**config.mk**
```make
export PLATFORM = sky130hd
export DESIGN_NAME = dff_shift_chain_flat
export DESIGN_NICKNAME = d
export VERILOG_FILES = /design/src/rtl/dff_shift_chain_pkg.sv /design/src/rtl/dff_shift_chain_if.sv /design/src/rtl/dff_stage.sv /design/src/rtl/dff_shift_chain.sv /design/src/flat_wrapper.sv
export SDC_FILE = /design/constraint.sdc
export NUM_CORES = 1
export LEC_CHECK = 0
export CAP_MARGIN = 20
export CORE_MARGIN = 2
export CORE_UTILIZATION = 33
export CTS_BUF_LIST = sky130_fd_sc_hd__clkbuf_16
export DETAILED_ROUTE_END_ITERATION = 7
export GPL_TIMING_DRIVEN = 0
export PLACE_DENSITY_LB_ADDON = 0.1
export SLEW_MARGIN = 25
export SYNTH_ARGS = -nofsm -noshare
export SYNTH_HDL_FRONTEND = slang
export SYNTH_HIERARCHICAL = 1
export SYNTH_SLANG_ARGS = --single-unit
```
**constraint.sdc**
```tcl
create_clock -name clk -period 3.27 [get_ports clk]
set_input_delay 0.4905 -clock clk [delete_from_list [all_inputs] [get_ports clk]]
set_output_delay 0.4905 -clock clk [all_outputs]
set_load 0.005 [all_outputs]
```
**src/rtl/dff_shift_chain_pkg.sv**
```systemverilog
// Shared definitions for the dff_shift_chain delay line / serial-to-parallel buffer.
package dff_shift_chain_pkg;

  localparam logic [1:0] MODE_HOLD   = 2'b00;
  localparam logic [1:0] MODE_SHIFT  = 2'b01;
  localparam logic [1:0] MODE_LOAD   = 2'b10;
  localparam logic [1:0] MODE_ROTATE = 2'b11;

endpackage

```
**src/rtl/dff_shift_chain_if.sv**
```systemverilog
// Control and data bundle for dff_shift_chain; clock and reset stay outside.
interface dff_shift_chain_if #(
  parameter int unsigned WIDTH = 8,
  parameter int unsigned DEPTH = 4,
  parameter int unsigned SELW  = (DEPTH > 1) ? $clog2(DEPTH) : 1,
  parameter int unsigned FILLW = $clog2(DEPTH + 1)
);

  logic                     en;
  logic                     sync_clr;
  logic [1:0]               mode;
  logic [WIDTH-1:0]         d;
  logic [WIDTH*DEPTH-1:0]   par_d;
  logic [SELW-1:0]          tap_sel;
  logic [WIDTH-1:0]         q;
  logic [WIDTH-1:0]         tap_q;
  logic [WIDTH*DEPTH-1:0]   all_q;
  logic [FILLW-1:0]         fill;
  logic                     full;

  modport master (
    output en, sync_clr, mode, d, par_d, tap_sel,
    input  q, tap_q, all_q, fill, full
  );

  modport slave (
    input  en, sync_clr, mode, d, par_d, tap_sel,
    output q, tap_q, all_q, fill, full
  );

endinterface

```
**src/rtl/dff_stage.sv**
```systemverilog
// One WIDTH-bit register stage: async reset and sync clear both load RESET_VAL.
module dff_stage #(
  parameter int unsigned      WIDTH     = 8,
  parameter logic [WIDTH-1:0] RESET_VAL = '0
) (
  input  logic             clk,
  input  logic             async_reset,
  input  logic             sync_clr,
  input  logic             en,
  input  logic [WIDTH-1:0] nxt,
  output logic [WIDTH-1:0] q
);

  always_ff @(posedge clk or posedge async_reset) begin
    if (async_reset) begin
      q <= RESET_VAL;
    end else if (sync_clr) begin
      q <= RESET_VAL;
    end else if (en) begin
      q <= nxt;
    end
  end

endmodule

```
**src/rtl/dff_shift_chain.sv**
```systemverilog
// WIDTH x DEPTH register chain with hold/shift/load/rotate modes and a fill counter.
module dff_shift_chain
  import dff_shift_chain_pkg::*;
#(
  parameter int unsigned      WIDTH     = 8,
  parameter int unsigned      DEPTH     = 4,
  parameter logic [WIDTH-1:0] RESET_VAL = '0,
  parameter int unsigned      SELW      = (DEPTH > 1) ? $clog2(DEPTH) : 1,
  parameter int unsigned      FILLW     = $clog2(DEPTH + 1)
) (
  input logic              clk,
  input logic              async_reset,
  dff_shift_chain_if.slave bus
);

  logic [DEPTH-1:0][WIDTH-1:0] stage_q;
  logic [DEPTH-1:0][WIDTH-1:0] stage_nxt;
  logic [DEPTH-1:0][WIDTH-1:0] shift_src;
  logic [DEPTH-1:0][WIDTH-1:0] rot_src;
  logic [DEPTH-1:0][WIDTH-1:0] par_slices;
  logic                        stage_en;
  logic [FILLW-1:0]            fill_q;
  logic [FILLW-1:0]            fill_d;

  assign par_slices = bus.par_d;
  // HOLD gates the stage enables so the flops simply keep their value.
  assign stage_en   = bus.en && (bus.mode != MODE_HOLD);

  for (genvar i = 0; i < DEPTH; i++) begin : g_stage
    if (i == 0) begin : g_head
      assign shift_src[i] = bus.d;
      assign rot_src[i]   = stage_q[DEPTH-1];
    end else begin : g_body
      assign shift_src[i] = stage_q[i-1];
      assign rot_src[i]   = stage_q[i-1];
    end

    dff_stage #(
      .WIDTH     (WIDTH),
      .RESET_VAL (RESET_VAL)
    ) u_stage (
      .clk         (clk),
      .async_reset (async_reset),
      .sync_clr    (bus.sync_clr),
      .en          (stage_en),
      .nxt         (stage_nxt[i]),
      .q           (stage_q[i])
    );
  end

  always_comb begin
    stage_nxt = stage_q;
    case (bus.mode)
      MODE_SHIFT:  stage_nxt = shift_src;
      MODE_LOAD:   stage_nxt = par_slices;
      MODE_ROTATE: stage_nxt = rot_src;
      default:     stage_nxt = stage_q;
    endcase
  end

  always_comb begin
    fill_d = fill_q;
    if (bus.sync_clr) begin
      fill_d = '0;
    end else if (bus.en) begin
      case (bus.mode)
        MODE_SHIFT: begin
          if (fill_q != FILLW'(DEPTH)) begin
            fill_d = fill_q + 1'b1;
          end
        end
        MODE_LOAD: fill_d = FILLW'(DEPTH);
        default:   fill_d = fill_q;
      endcase
    end
  end

  always_ff @(posedge clk or posedge async_reset) begin
    if (async_reset) begin
      fill_q <= '0;
    end else begin
      fill_q <= fill_d;
    end
  end

  assign bus.q     = stage_q[DEPTH-1];
  assign bus.all_q = stage_q;
  assign bus.fill  = fill_q;
  assign bus.full  = (fill_q == FILLW'(DEPTH));
  // Out-of-range selects fall back to RESET_VAL rather than an undefined mux input.
  assign bus.tap_q = (32'(bus.tap_sel) < DEPTH) ? stage_q[bus.tap_sel] : RESET_VAL;

endmodule
```
**src/flat_wrapper.sv**
```systemverilog
// flat-port wrapper written by rule: the top's interface ports become plain ports
module dff_shift_chain_flat import dff_shift_chain_pkg::*;
#(
  parameter int unsigned      WIDTH     = 8,
  parameter int unsigned      DEPTH     = 4,
  parameter logic [WIDTH-1:0] RESET_VAL = '0,
  parameter int unsigned      SELW      = (DEPTH > 1) ? $clog2(DEPTH) : 1,
  parameter int unsigned      FILLW     = $clog2(DEPTH + 1)
)
  (clk, async_reset, bus_en, bus_sync_clr, bus_mode, bus_d, bus_par_d, bus_tap_sel, bus_q, bus_tap_q, bus_all_q, bus_fill, bus_full);
  dff_shift_chain_if #(.WIDTH(WIDTH), .DEPTH(DEPTH), .SELW(SELW), .FILLW(FILLW)) bus_i ();
  input logic clk;
  input logic async_reset;
  input wire logic [$bits(bus_i.en)-1:0] bus_en;
  input wire logic [$bits(bus_i.sync_clr)-1:0] bus_sync_clr;
  input wire logic [$bits(bus_i.mode)-1:0] bus_mode;
  input wire logic [$bits(bus_i.d)-1:0] bus_d;
  input wire logic [$bits(bus_i.par_d)-1:0] bus_par_d;
  input wire logic [$bits(bus_i.tap_sel)-1:0] bus_tap_sel;
  output wire logic [$bits(bus_i.q)-1:0] bus_q;
  output wire logic [$bits(bus_i.tap_q)-1:0] bus_tap_q;
  output wire logic [$bits(bus_i.all_q)-1:0] bus_all_q;
  output wire logic [$bits(bus_i.fill)-1:0] bus_fill;
  output wire logic [$bits(bus_i.full)-1:0] bus_full;
  assign bus_i.en = bus_en;
  assign bus_i.sync_clr = bus_sync_clr;
  assign bus_i.mode = bus_mode;
  assign bus_i.d = bus_d;
  assign bus_i.par_d = bus_par_d;
  assign bus_i.tap_sel = bus_tap_sel;
  assign bus_q = bus_i.q;
  assign bus_tap_q = bus_i.tap_q;
  assign bus_all_q = bus_i.all_q;
  assign bus_fill = bus_i.fill;
  assign bus_full = bus_i.full;
  dff_shift_chain #(.WIDTH(WIDTH), .DEPTH(DEPTH), .RESET_VAL(RESET_VAL), .SELW(SELW), .FILLW(FILLW)) u_core (.clk(clk), .async_reset(async_reset), .bus(bus_i));
endmodule
```
==> impl_metrics.ini <==
[run_status]
status = completed

[cells_and_area]
diodes = 0
fin_util_pct = 51.0
finalInstanceArea_sq_um = 3740
area_growth_pct = 47.6
drive_gt1_share_pct = 11.1
final_cells = 449
layout.nets = 399

[pwr]
switching_share_pct = 27.2
p_clk_share_pct = 37.9
combPwrFrac_pct = 23.2
p_per_area_nw_per_um2 = 329
power_frac_seq_pct = 38.9
peakVddDrop_uv = 170
total_power_mw = 1.23
leakage_nw = 1.62
internal_power_mw = 0.895
p_switching_mw = 0.334

[critical_path]
rr_startpoint = u_core/bus.fill[0]
ff2ff_path_depth = 5
arrival_ns = 1.80
crit_fanout = 8
r2r_slack_ns = 1.61
startpoint_type = primary input
end_kind = output pin
cp_data_required_time_ns = 2.78
critPathKind = in -> out
reg2reg_to = u_core/bus.fill[1]

[synthesis]
ys_warn_count = 6
ys.flop_type = dfrtp_1
avgSynthCellArea_sq_um = 10.2
async_flop_share_pct = 100
synth_common_cells = mux2i_1, dfrtp_1, nor2_1
synthMostInstantiatedCell = mux2i_1
synth_top_area_share_pct = 34.6
synth-edff-count = 0
seq_area_frac_synth_pct = 34.6
synth.largest_area_cell = dfrtp_1
syn_inst = 248
synth_fp_nets = 298
netlist_area_sq_um = 2530
synth_cell_types = 28
ys_seq_elements = 35
synth.area.top_cells = dfrtp_1, mux2i_1, mux4_2, mux4_1, nor2_1

[min_path]
worst_hold_path_type = in -> async

[sta]
period_minus_slack_ns = 2.29
setup_tns_ns = 0
hold_violations = 0
setup_slack_ns = 0.983
final_max_slew_viol_count = 0
worst_pin_slew_ns = 0.503
fin_crit_sh_pct = 69.9
rsz0062_at_grt = no
finalSetupViolCount = 0
relSlewSlack_pct = 66.5
max_freq_mhz = 437
holdWs_ns = 0.585
clock_skew_ns = 0.00721

[placement]
io_buffers = 94
hpwlAfterDp_microns = 6240
dp.cells = 441
dpl_cell_area_sq_um = 3600
place.gp.congestion = 0.838
dp_slack_ns = 0.985

[clock_network]
cts.hold.buffers_added = 0
tritoncts = yes
clock-root-buffer = clkbuf_16
cts_buffers = 5
clock-sinks = 35
clk_latency_ns = 0.28
cts_resized = 0
clkTransAtPathRegs_ns = 0.06
h-tree-depth = 2
post_cts_buffers = 0
clock_path_buffers = 2

[drt]
post-route-drc-count = 0
totalWireLength_microns = 8540
drtIter0Drc = 170
antenna_left = 0
viasPerCell = 5.26
vias = 2361
drt-wirelength-per-cell_microns = 19.0
dr.pass1.iters = 5

[die]
dieArea_sq_um = 8390
num_rows = 31
die-height_microns = 91.6
io-pin-count = 100
die_w_microns = 91.6
fp.coreArea_sq_um = 7330
start_util_pct = 34.5

[global_routing]
grt_pass1_wl_microns = 13300
overflow = 0
grt_max_degree = 12
grt_pass1_vias = 2395
grt_usage_pct = 20.8
antenna_found_initial = 0

[job]
drv_cap = 0
## worst max-delay path by stage
stage                                          end  depth (start not counted)           start
finish                                bus_tap_q[3]                          3  bus_tap_sel[1]
floorplan           u_core/g_stage[0].u_stage/q[0]                          7     bus_mode[0]
CTS                                   bus_tap_q[3]                          3  bus_tap_sel[1]
global placement                      bus_tap_q[3]                          3  bus_tap_sel[1]
detailed placement  u_core/g_stage[2].u_stage/q[5]                          7     bus_mode[0]
global route                          bus_tap_q[3]                          3  bus_tap_sel[1]
## power groups by stage
stage,clock network (mW),registers (mW),logic (mW)
finish,0.466,0.478,0.285
global route,0.489,0.481,0.307
CTS,0.474,0.478,0.286
detailed placement,0,0.485,0.284
global placement,0,0.485,0.283
floorplan,0,0.474,0.150
## worst max-delay path, stage by stage
cell and delay, ns:
buf_2 0.27, mux4_2 0.57, clkdlybuf4s50_1 0.46
## placed cells by master, fill, tap and decap left out, types with 2 or more instances in the layout
master / netlist / layout
clkdlybuf4s50_1: 0 / 94
clkbuf_16: 0 / 5
ha_1: 2 / 2
a211oi_1: 2 / 2
mux4_1: 5 / 5
buf_2: 4 / 4
nor2_1: 34 / 34
nand2b_1: 2 / 2
mux4_2: 11 / 11
dfrtp_1: 35 / 35
inv_1: 7 / 8
mux2i_1: 56 / 56
nand2_1: 27 / 27
o21ai_0: 25 / 25
buf_1: 6 / 6
buf_6: 5 / 5
clkbuf_1: 4 / 4
buf_4: 11 / 11
## cell families (layout without fill, tap and decap cells)
group	Yosys count	in the layout	share of synthesized area (%)
fa+ha+maj	2	2	0.988
flops	35	35	34.6
buf+inv	37	139	8.79
compound gates	31	31	6.67
mux	72	72	37.1
simple gates	71	71	11.9
## state kept, by name, summed over array words and instances, names as in the netlist
register	cells
u_core/bus.fill	3
u_core/g_stage.u_stage/q	32
## layer usage
layer / GRT usage (%) / part of all wire (%) / wire length, microns
met5: 0 / 0 / 0
met4: 4.29 / 0.89 / 76
met3: 3.98 / 6.6 / 562
met2: 31.5 / 45 / 3850
met1: 30.8 / 48 / 4060
## layout make-up
type	count	area [sq um]
fillers	679	3590
well taps	99	124
flip-flops and latches	35	876
plain buffers	30	196
clock inverters	3	16.3
multi-input cells	176	1430
inverters	7	26.3
repair buffers	94	941
clock buffers	5	125
Power figures use the tool's default switching activity.
